**config.mk**
```make
export PLATFORM = sky130hd
export DESIGN_NAME = msu_sd_arbiter
export DESIGN_NICKNAME = d
export VERILOG_FILES = /design/src/rtl/msu_sd_pkg.sv /design/src/rtl/msu_sd_req_slot.sv /design/src/rtl/msu_sd_arbiter.sv
export SDC_FILE = /design/constraint.sdc
export NUM_CORES = 1
export LEC_CHECK = 0
export BUFFER_PORTS_ARGS = -buffer_cell sky130_fd_sc_hd__buf_2
export CORE_UTILIZATION = 45
export DETAILED_ROUTE_END_ITERATION = 8
export PLACE_DENSITY_LB_ADDON = 0.15
export SYNTH_ARGS = -nofsm -noshare
export SYNTH_HDL_FRONTEND = slang
export SYNTH_SLANG_ARGS = --single-unit
```
**constraint.sdc**
```tcl
create_clock -name clk_i -period 4.1 [get_ports clk_i]
set_input_delay 0.41 -clock clk_i [delete_from_list [all_inputs] [get_ports clk_i]]
set_output_delay 0.41 -clock clk_i [all_outputs]
set_load 0.01 [all_outputs]
```
**src/rtl/msu_sd_pkg.sv**
```systemverilog
// ------------------------------------------------------------------
// msu_sd_pkg: shared types and defaults for the MSU SD arbiter.
// Rev 1.0
// ------------------------------------------------------------------
`default_nettype none

package msu_sd_pkg;

  typedef enum logic [1:0] {
    IDLE  = 2'd0,
    ISSUE = 2'd1,
    XFER  = 2'd2
  } state_e;

  localparam logic OWN_AUD = 1'b0;
  localparam logic OWN_DAT = 1'b1;

  localparam int DEF_SECTOR_WORDS   = 256;
  localparam int DEF_TIMEOUT        = 4096;
  localparam int DEF_AUD_STREAK_MAX = 4;

endpackage

`default_nettype wire

```
**src/rtl/msu_sd_req_slot.sv**
```systemverilog
// ------------------------------------------------------------------
// msu_sd_req_slot: one-deep request holder; drops requests while full.
// Rev 1.0
// ------------------------------------------------------------------
`default_nettype none

module msu_sd_req_slot (
  input  logic        clk_i,
  input  logic        reset_i,
  input  logic        req_i,
  input  logic [31:0] lba_i,
  input  logic        grant_i,
  output logic        pending_o,
  output logic [31:0] lba_o
);

  logic        pending_q, pending_d;
  logic [31:0] lba_q, lba_d;

  always_comb begin
    pending_d = pending_q;
    lba_d     = lba_q;
    if (grant_i) begin
      pending_d = 1'b0;
    end else if (req_i && !pending_q) begin
      pending_d = 1'b1;
      lba_d     = lba_i;
    end
  end

  always_ff @(posedge clk_i or posedge reset_i) begin
    if (reset_i) begin
      pending_q <= 1'b0;
      lba_q     <= 32'd0;
    end else begin
      pending_q <= pending_d;
      lba_q     <= lba_d;
    end
  end

  assign pending_o = pending_q;
  assign lba_o     = lba_q;

endmodule

`default_nettype wire

```
**src/rtl/msu_sd_arbiter.sv**
```systemverilog
// ------------------------------------------------------------------
// msu_sd_arbiter: shares the SD sector-read port between MSU audio and data.
// Rev 1.0
// ------------------------------------------------------------------
`default_nettype none

module msu_sd_arbiter
  import msu_sd_pkg::*;
#(
  parameter int SECTOR_WORDS   = DEF_SECTOR_WORDS,
  parameter int TIMEOUT        = DEF_TIMEOUT,
  parameter int AUD_STREAK_MAX = DEF_AUD_STREAK_MAX
) (
  input  logic        clk_i,
  input  logic        reset_i,
  input  logic        aud_req_i,
  input  logic [31:0] aud_lba_i,
  output logic        aud_busy_o,
  output logic        aud_buff_wr_o,
  output logic        aud_done_o,
  output logic        aud_err_o,
  input  logic        dat_req_i,
  input  logic [31:0] dat_lba_i,
  output logic        dat_busy_o,
  output logic        dat_buff_wr_o,
  output logic        dat_done_o,
  output logic        dat_err_o,
  output logic [31:0] sd_lba_o,
  output logic        sd_rd_o,
  input  logic        sd_ack_i,
  input  logic        sd_buff_wr_i
);

  localparam int TW  = (TIMEOUT > 1) ? $clog2(TIMEOUT) : 1;
  localparam int SKW = (AUD_STREAK_MAX > 0) ? $clog2(AUD_STREAK_MAX + 1) : 1;
  localparam logic [TW-1:0]  TMO_LAST   = TW'((TIMEOUT > 0) ? TIMEOUT - 1 : 0);
  localparam logic [SKW-1:0] STREAK_CAP = SKW'(AUD_STREAK_MAX);
  localparam logic [8:0]     WORDS      = 9'(SECTOR_WORDS);

  logic        aud_pend, dat_pend;
  logic [31:0] aud_lba, dat_lba;
  logic        grant_aud, grant_dat;

  msu_sd_req_slot u_aud_slot (
    .clk_i     (clk_i),
    .reset_i   (reset_i),
    .req_i     (aud_req_i),
    .lba_i     (aud_lba_i),
    .grant_i   (grant_aud),
    .pending_o (aud_pend),
    .lba_o     (aud_lba)
  );

  msu_sd_req_slot u_dat_slot (
    .clk_i     (clk_i),
    .reset_i   (reset_i),
    .req_i     (dat_req_i),
    .lba_i     (dat_lba_i),
    .grant_i   (grant_dat),
    .pending_o (dat_pend),
    .lba_o     (dat_lba)
  );

  state_e         state_q, state_d;
  logic           owner_q, owner_d;
  logic           rd_q, rd_d;
  logic [31:0]    lba_q, lba_d;
  logic [SKW-1:0] streak_q, streak_d;
  logic [TW-1:0]  tmo_q, tmo_d;
  logic [8:0]     wcnt_q, wcnt_d;
  logic           aud_done_q, aud_done_d, aud_err_q, aud_err_d;
  logic           dat_done_q, dat_done_d, dat_err_q, dat_err_d;
  logic           dat_wins;

  // Audio wins unless data has waited out a full audio streak.
  assign dat_wins = dat_pend && (!aud_pend || (streak_q == STREAK_CAP));

  always_comb begin
    state_d    = state_q;
    owner_d    = owner_q;
    rd_d       = rd_q;
    lba_d      = lba_q;
    streak_d   = streak_q;
    tmo_d      = tmo_q;
    wcnt_d     = wcnt_q;
    aud_done_d = 1'b0;
    aud_err_d  = 1'b0;
    dat_done_d = 1'b0;
    dat_err_d  = 1'b0;
    grant_aud  = 1'b0;
    grant_dat  = 1'b0;
    case (state_q)
      IDLE: begin
        if (aud_pend || dat_pend) begin
          state_d = ISSUE;
          rd_d    = 1'b1;
          tmo_d   = '0;
          if (dat_wins) begin
            owner_d   = OWN_DAT;
            lba_d     = dat_lba;
            grant_dat = 1'b1;
            streak_d  = '0;
          end else begin
            owner_d   = OWN_AUD;
            lba_d     = aud_lba;
            grant_aud = 1'b1;
            if (streak_q != STREAK_CAP) streak_d = streak_q + SKW'(1);
          end
        end
      end
      ISSUE: begin
        if (sd_ack_i) begin
          rd_d    = 1'b0;
          wcnt_d  = '0;
          state_d = XFER;
        end else if ((TIMEOUT != 0) && (tmo_q == TMO_LAST)) begin
          rd_d    = 1'b0;
          state_d = IDLE;
          if (owner_q == OWN_AUD) aud_err_d = 1'b1;
          else                    dat_err_d = 1'b1;
        end else if (TIMEOUT != 0) begin
          tmo_d = tmo_q + TW'(1);
        end
      end
      XFER: begin
        if (sd_ack_i) begin
          if (sd_buff_wr_i && (wcnt_q != 9'd511)) wcnt_d = wcnt_q + 9'd1;
        end else begin
          state_d = IDLE;
          if (owner_q == OWN_AUD) begin
            aud_done_d = (wcnt_q == WORDS);
            aud_err_d  = (wcnt_q != WORDS);
          end else begin
            dat_done_d = (wcnt_q == WORDS);
            dat_err_d  = (wcnt_q != WORDS);
          end
        end
      end
      default: state_d = IDLE;
    endcase
  end

  always_ff @(posedge clk_i or posedge reset_i) begin
    if (reset_i) begin
      state_q    <= IDLE;
      owner_q    <= OWN_AUD;
      rd_q       <= 1'b0;
      lba_q      <= 32'd0;
      streak_q   <= '0;
      tmo_q      <= '0;
      wcnt_q     <= '0;
      aud_done_q <= 1'b0;
      aud_err_q  <= 1'b0;
      dat_done_q <= 1'b0;
      dat_err_q  <= 1'b0;
    end else begin
      state_q    <= state_d;
      owner_q    <= owner_d;
      rd_q       <= rd_d;
      lba_q      <= lba_d;
      streak_q   <= streak_d;
      tmo_q      <= tmo_d;
      wcnt_q     <= wcnt_d;
      aud_done_q <= aud_done_d;
      aud_err_q  <= aud_err_d;
      dat_done_q <= dat_done_d;
      dat_err_q  <= dat_err_d;
    end
  end

  logic xfer_wr;
  assign xfer_wr = (state_q == XFER) && sd_ack_i && sd_buff_wr_i;

  assign aud_buff_wr_o = xfer_wr && (owner_q == OWN_AUD);
  assign dat_buff_wr_o = xfer_wr && (owner_q == OWN_DAT);
  assign aud_busy_o    = aud_pend || ((owner_q == OWN_AUD) && (state_q != IDLE));
  assign dat_busy_o    = dat_pend || ((owner_q == OWN_DAT) && (state_q != IDLE));
  assign aud_done_o    = aud_done_q;
  assign aud_err_o     = aud_err_q;
  assign dat_done_o    = dat_done_q;
  assign dat_err_o     = dat_err_q;
  assign sd_rd_o       = rd_q;
  assign sd_lba_o      = lba_q;

endmodule

`default_nettype wire

```
-- Word level (Yosys, flattened, before mapping)
Cells that the tools add are included.
- input port bits: 70
- flip-flop bits (word level): 130
- word-level logic and storage cells: 116
- reductions and logical operators: 31
- bitwise logic cells: 3
- equal/unequal tests: 16
- mux-type cells: 48
- add/subtract/negate cells: 3
- operator list (cell ; number):
    two-way mux 12 bit ; 3
    two-way mux 32 bit ; 1
    two-way mux 1 bit ; 29
    two-way mux 9 bit ; 3
    one-hot mux 12 bit (2 select lines) ; 1
    inequality test 9 bit (second input constant) ; 2
    one-hot mux 9 bit (2 select lines) ; 1
    inequality test 2 bit (second input constant) ; 7
    adder 12 x 1 -> 12 bit (second input constant) ; 1
    == test 12 bit (second input constant) ; 1
    nonzero test 2 bit ; 6
    logical AND 1 bit ; 10
    adder 9 x 1 -> 9 bit (second input constant) ; 1
    == test 9 bit (second input constant) ; 1
    AND reduction 3 bit ; 3
    two-way mux 2 bit ; 4
    AND reduction 4 bit ; 2
    two-way mux 3 bit ; 2
    inequality test 3 bit (second input constant) ; 2
    one-hot mux 1 bit (2 select lines) ; 3
    one-hot mux 2 bit (3 select lines) ; 1
    AND reduction 2 bit ; 3
    logical OR 1 bit ; 4
    adder 3 x 1 -> 3 bit (second input constant) ; 1
    other kinds (6) ; 9

-- Depth between registers and ports, before layout
- depth in word-level cells: 8
- gate-level depth with buffers: 8
- gate-level depth less buffers: 7

-- Cells and area by module
From an unflattened synthesis, not the netlist that was laid out.
- cells, all modules: 485
- area, all modules: 5875.6 um2
- by module, submodules not included (module ; cells each ; area an instance (um2) ; seq. area each (um2) ; times used):
    msu_sd_arbiter ; 341 ; 3375.7 ; 1601.5 ; 1
    msu_sd_req_slot ; 72 ; 1249.9 ; 825.8 ; 2

-- Worst setup path before layout
Ideal clock, no wire load.
- path type: reg-to-reg
- start point: register wcnt_q[2]
- end point: register wcnt_q[5]
- buffers on the path: 1
- path slack: 2.092 ns
- clock period less this slack: 2.008 ns
- stages on the path, launching flop included: 9
- required time: 4.023 ns
- data arrival time: 1.930 ns
- setup time: 0.077 ns
- path through: dfrtp_1 -> and4_1 -> and4_1 -> ha_1 -> and3b_1 -> o21ai_2 -> buf_2 -> or3_1 -> a21oi_1
- cells in the longest elaborated chain, start to end: 4
- elaborated cells on any way between the ends: 8
- ends and longest elaborated chain (item ; line ; text):
    start: declaration ; msu_sd_arbiter.sv:70 ; logic [8:0] wcnt_q, wcnt_d;
    start signal: assignment ; msu_sd_arbiter.sv:163 ; wcnt_q <= wcnt_d;
    adder 9 x 1 -> 9 bit / inequality test 9 bit (equally long branches) ; msu_sd_arbiter.sv:127 ; if (sd_buff_wr_i && (wcnt_q != 9'd511)) wcnt_d = wcnt_q + 9'd1;
    two-way mux 9 bit / logical AND 1 bit (equally long branches) ; msu_sd_arbiter.sv:127 ;
    two-way mux 9 bit / inequality test 2 bit (equally long branches) ; n/a ;
    one-hot mux 9 bit (2 select lines) / AND reduction 4 bit (equally long branches) ; n/a ;
Several ways; a longest one is shown, not always the timed one. The select of a mux whose other input is x is not followed.
A chain may end at the register's enable or synchronous reset.

-- Worst setup path in the final report
- start point: register u_aud_slot.pending_q (netlist: u_aud_slot.pending_o)
- end point: register lba_q[12] (netlist: sd_lba_o[12])
- cells in the longest elaborated chain, start to end: 4
- elaborated cells on any way between the ends: 6
- ends and longest elaborated chain (item ; line ; text):
    start: declaration ; msu_sd_req_slot.sv:17 ; logic pending_q, pending_d;
    start signal: assignment ; msu_sd_req_slot.sv:36 ; pending_q <= pending_d;
    zero test 1 bit ; msu_sd_arbiter.sv:76 ; assign dat_wins = dat_pend && (!aud_pend || (streak_q == STREAK_CAP));
    logical OR 1 bit ; msu_sd_arbiter.sv:76 ;
    logical AND 1 bit ; msu_sd_arbiter.sv:76 ;
    two-way mux 32 bit ; msu_sd_arbiter.sv:98 ; if (dat_wins) begin
    end signal: assignment ; msu_sd_arbiter.sv:160 ; lba_q <= lba_d;
    end: declaration ; msu_sd_arbiter.sv:67 ; logic [31:0] lba_q, lba_d;
Several ways; a longest one is shown, not always the timed one.

==> metrics.txt <==
final slew viol count 0; Yosys reg bits between 100 and 150; All-Layer GR Usage between 15 and 20%; die height roughly 120 um; fillers ~1.1k; setup TNS 0 ps; worst setup margin approximately 1600 ps; layout cells sized above 1 between 30% and 40%; Mapped Cells approximately 490; yosys warns 0; CTS max path bufs 2; 1st-iter DRT viols 234; final std cells w/o fill approximately 800; clk sinks 130; final wirelength about 12 mm; Final Hold Viols 0; nets ~670; CTS tree built; Worst R2R Start u_aud_slot.pending_o$_DFFE_PP0P_; Setup CP Type register to register; Post-Syn Nets between 500 and 600; Setup crit start kind register; R2R depth 4; mapped cell area 5842 um^2; Crit. End Element register; Seq/Total Area, Yosys between 50 and 60%; leakage approximately 3.4 nW; GRT overflow 0; Crit Path Max Fanout 18; I/O pins between 100 and 150; port buffer count 110; synthesized area per cell approximately 12 um^2; post-CTS sizing 0; WL/cell roughly 16 um; n_diodes 0; starting density of the core between 40% and 50%; pre-CTS setup slack between 1500 and 2000 ps; Core Box Area about 13,000 um^2; detailed placer's ending HPWL between 7 and 8 mm; register area ~3300 um^2; status completed; final setup violation count 0; most common cell after layout, fill and taps aside dfrtp_1; CTS Buf Count 17; relative slew slack 15.46%; drt drc 0; Util after Layout a little under three fifths; Worst-Margin Slew approximately 1300 ps; cts hold-fix bufs 0; maximum VDD drop between 400 and 500 uV; Worst Clk Skew around 9.4 ps; Reg clk slew, reported paths approximately 60 ps; Worst EP required 4370 ps; clock network power share between 20% and 30%; vias per cell slightly above 5; RSZ-0062 raised after global routing no; gpl congestion between 0.8 and 0.9; Internal Power 3.711 mW; first-pass GRT wire length roughly 20 mm; most frequent cells in the layout dfrtp_1, buf_2, mux2_2, nand2_1, o21ai_0; Final ANT Viol Nets 0; Die X-Extent between 100 and 150 um; r2r endpoint sd_lba_o[12]$_DFFE_PP0P_; Highest Clock Rate 406.8 MHz; ys flop type dfrtp_1; DR pass1 iterations 4; CP endpoint sd_lba_o[12]$_DFFE_PP0P_; Reg power frac 38.9%; Critical Path Start u_aud_slot.pending_o$_DFFE_PP0P_; PwrDens around 790 nW/um^2; Placed Instances approximately 750; P_sw between 1.5 and 2 mW; die area around 13,000 um^2; Critical Path AT about 2700 ps; Logic pwr share approximately 35%; EDFF count, synth 0; vias in the first global route around 4.0k; HP Class input pin to async pin; Post-synth ARST share between 90% and 100%; Final period util approximately three fifths; Synth cell types 55; reg2reg setup slack around 1600 ps; Area Overhead vs Synth 21.65%; std cell rows 41; vias about 4k; later-pin clock latency in the skew report between 400 and 500 ps; root buf cell clkbuf_16; H-Tree Depth 4; largest net degree at the start of global routing roughly 130; final worst path period need ~2500 ps; setup bufs post-CTS 0; net switching fraction of the power between 30% and 40%; Max Cap Viol 0; initial antenna violation count 1; area of the multi-input gates about 2400 um^2
final cells by class:
type / count / area share (%)
clock inverters: 9 / 1.461
flip-flops and latches: 130 / 45.77
clock buffers: 23 / 6.866
inverters: 11 / 0.6162
well taps: 172 / 3.028
multi-input cells: 320 / 33.91
repair buffers: 114 / 8.345
flip-flops by register name, indices dropped and copies added (netlist names):
name / flops
aud_done_o: 1
sd_rd_o: 1
u_aud_slot.pending_o: 1
state_q: 2
sd_lba_o: 32
streak_q: 3
tmo_q: 12
owner_q: 1
u_dat_slot.pending_o: 1
dat_done_o: 1
dat_err_o: 1
u_aud_slot.lba_o: 32
wcnt_q: 9
u_dat_slot.lba_o: 32
aud_err_o: 1
through the flow:
stage	hold WS (ps)	power (mW)	area (um^2)
floorplan	455.5	3.628	5842
global placement	457.4	4.071	6515
detailed placement	466.8	4.154	6515
CTS	188.5	5.669	7107
global route	204.0	5.991	7107
finish	154.6	5.603	7107
critical path, cell delays in order (launching register included):
cell and delay (ps):
dfrtp_1 610, a21boi_4 320, nand2b_1 990, mux2i_1 270, o21ai_0 110
cells in the mapped netlist (6+ instances only):
| cell | number | share of area (%) |
|---|---|---|
| dfrtp_1 | 130 | 56 |
| mux2_2 | 62 | 12 |
| nand2_1 | 50 | 3.2 |
| o21ai_0 | 37 | 3.2 |
| mux2i_1 | 32 | 5.5 |
| nor2_1 | 16 | 1.0 |
| buf_2 | 12 | 1.0 |
| inv_1 | 11 | 0.71 |
| clkbuf_1 | 10 | 0.64 |
| nand3_1 | 10 | 0.86 |
| o21ai_1 | 10 | 0.86 |
| a21oi_1 | 9 | 0.77 |
| ha_1 | 9 | 1.9 |
| o31ai_1 | 7 | 0.90 |
| nor3_1 | 6 | 0.51 |
per-layer routing:
metal  wire length [um]  track usage, %
met2               5751           30.36
met5                  0               0
met3                829           7.322
met4                138           7.949
met1               5404           24.83
cell families (layout without fill, tap and decap cells):
logic type	Yosys count	count (layout)	share of synthesized area (%)
buffers and inverters	39	157	3.491
multiplexers	98	98	18.21
adder cells (fa/ha/maj)	9	9	1.928
AND/OR/NAND/NOR	116	116	10.13
flip-flops	130	130	55.69
XOR/XNOR	2	2	0.2999
AO/OA/AOI/OAI	95	95	10.26
power by group through the flow:
stage / logic [mW] / clock network (mW) / registers (mW)
floorplan: 1.46 / 0 / 2.17
global placement: 1.89 / 0 / 2.18
detailed placement: 1.95 / 0 / 2.20
CTS: 1.96 / 1.53 / 2.18
global route: 2.16 / 1.58 / 2.25
finish: 1.94 / 1.49 / 2.18
worst min-delay path by stage:
stage / endpoint / slack, ps / cells past startpoint
global placement: sd_lba_o[20]$_DFFE_PP0P_ / 460 / 2
detailed placement: sd_lba_o[9]$_DFFE_PP0P_ / 470 / 2
CTS: u_aud_slot.lba_o[18]$_DFFE_PP0P_ / 190 / 2
floorplan: sd_lba_o[31]$_DFFE_PP0P_ / 460 / 2
global route: u_aud_slot.lba_o[18]$_DFFE_PP0P_ / 200 / 2
finish: wcnt_q[5]$_DFFE_PP0P_ / 150 / 3
Power figures use the tool's default switching activity.
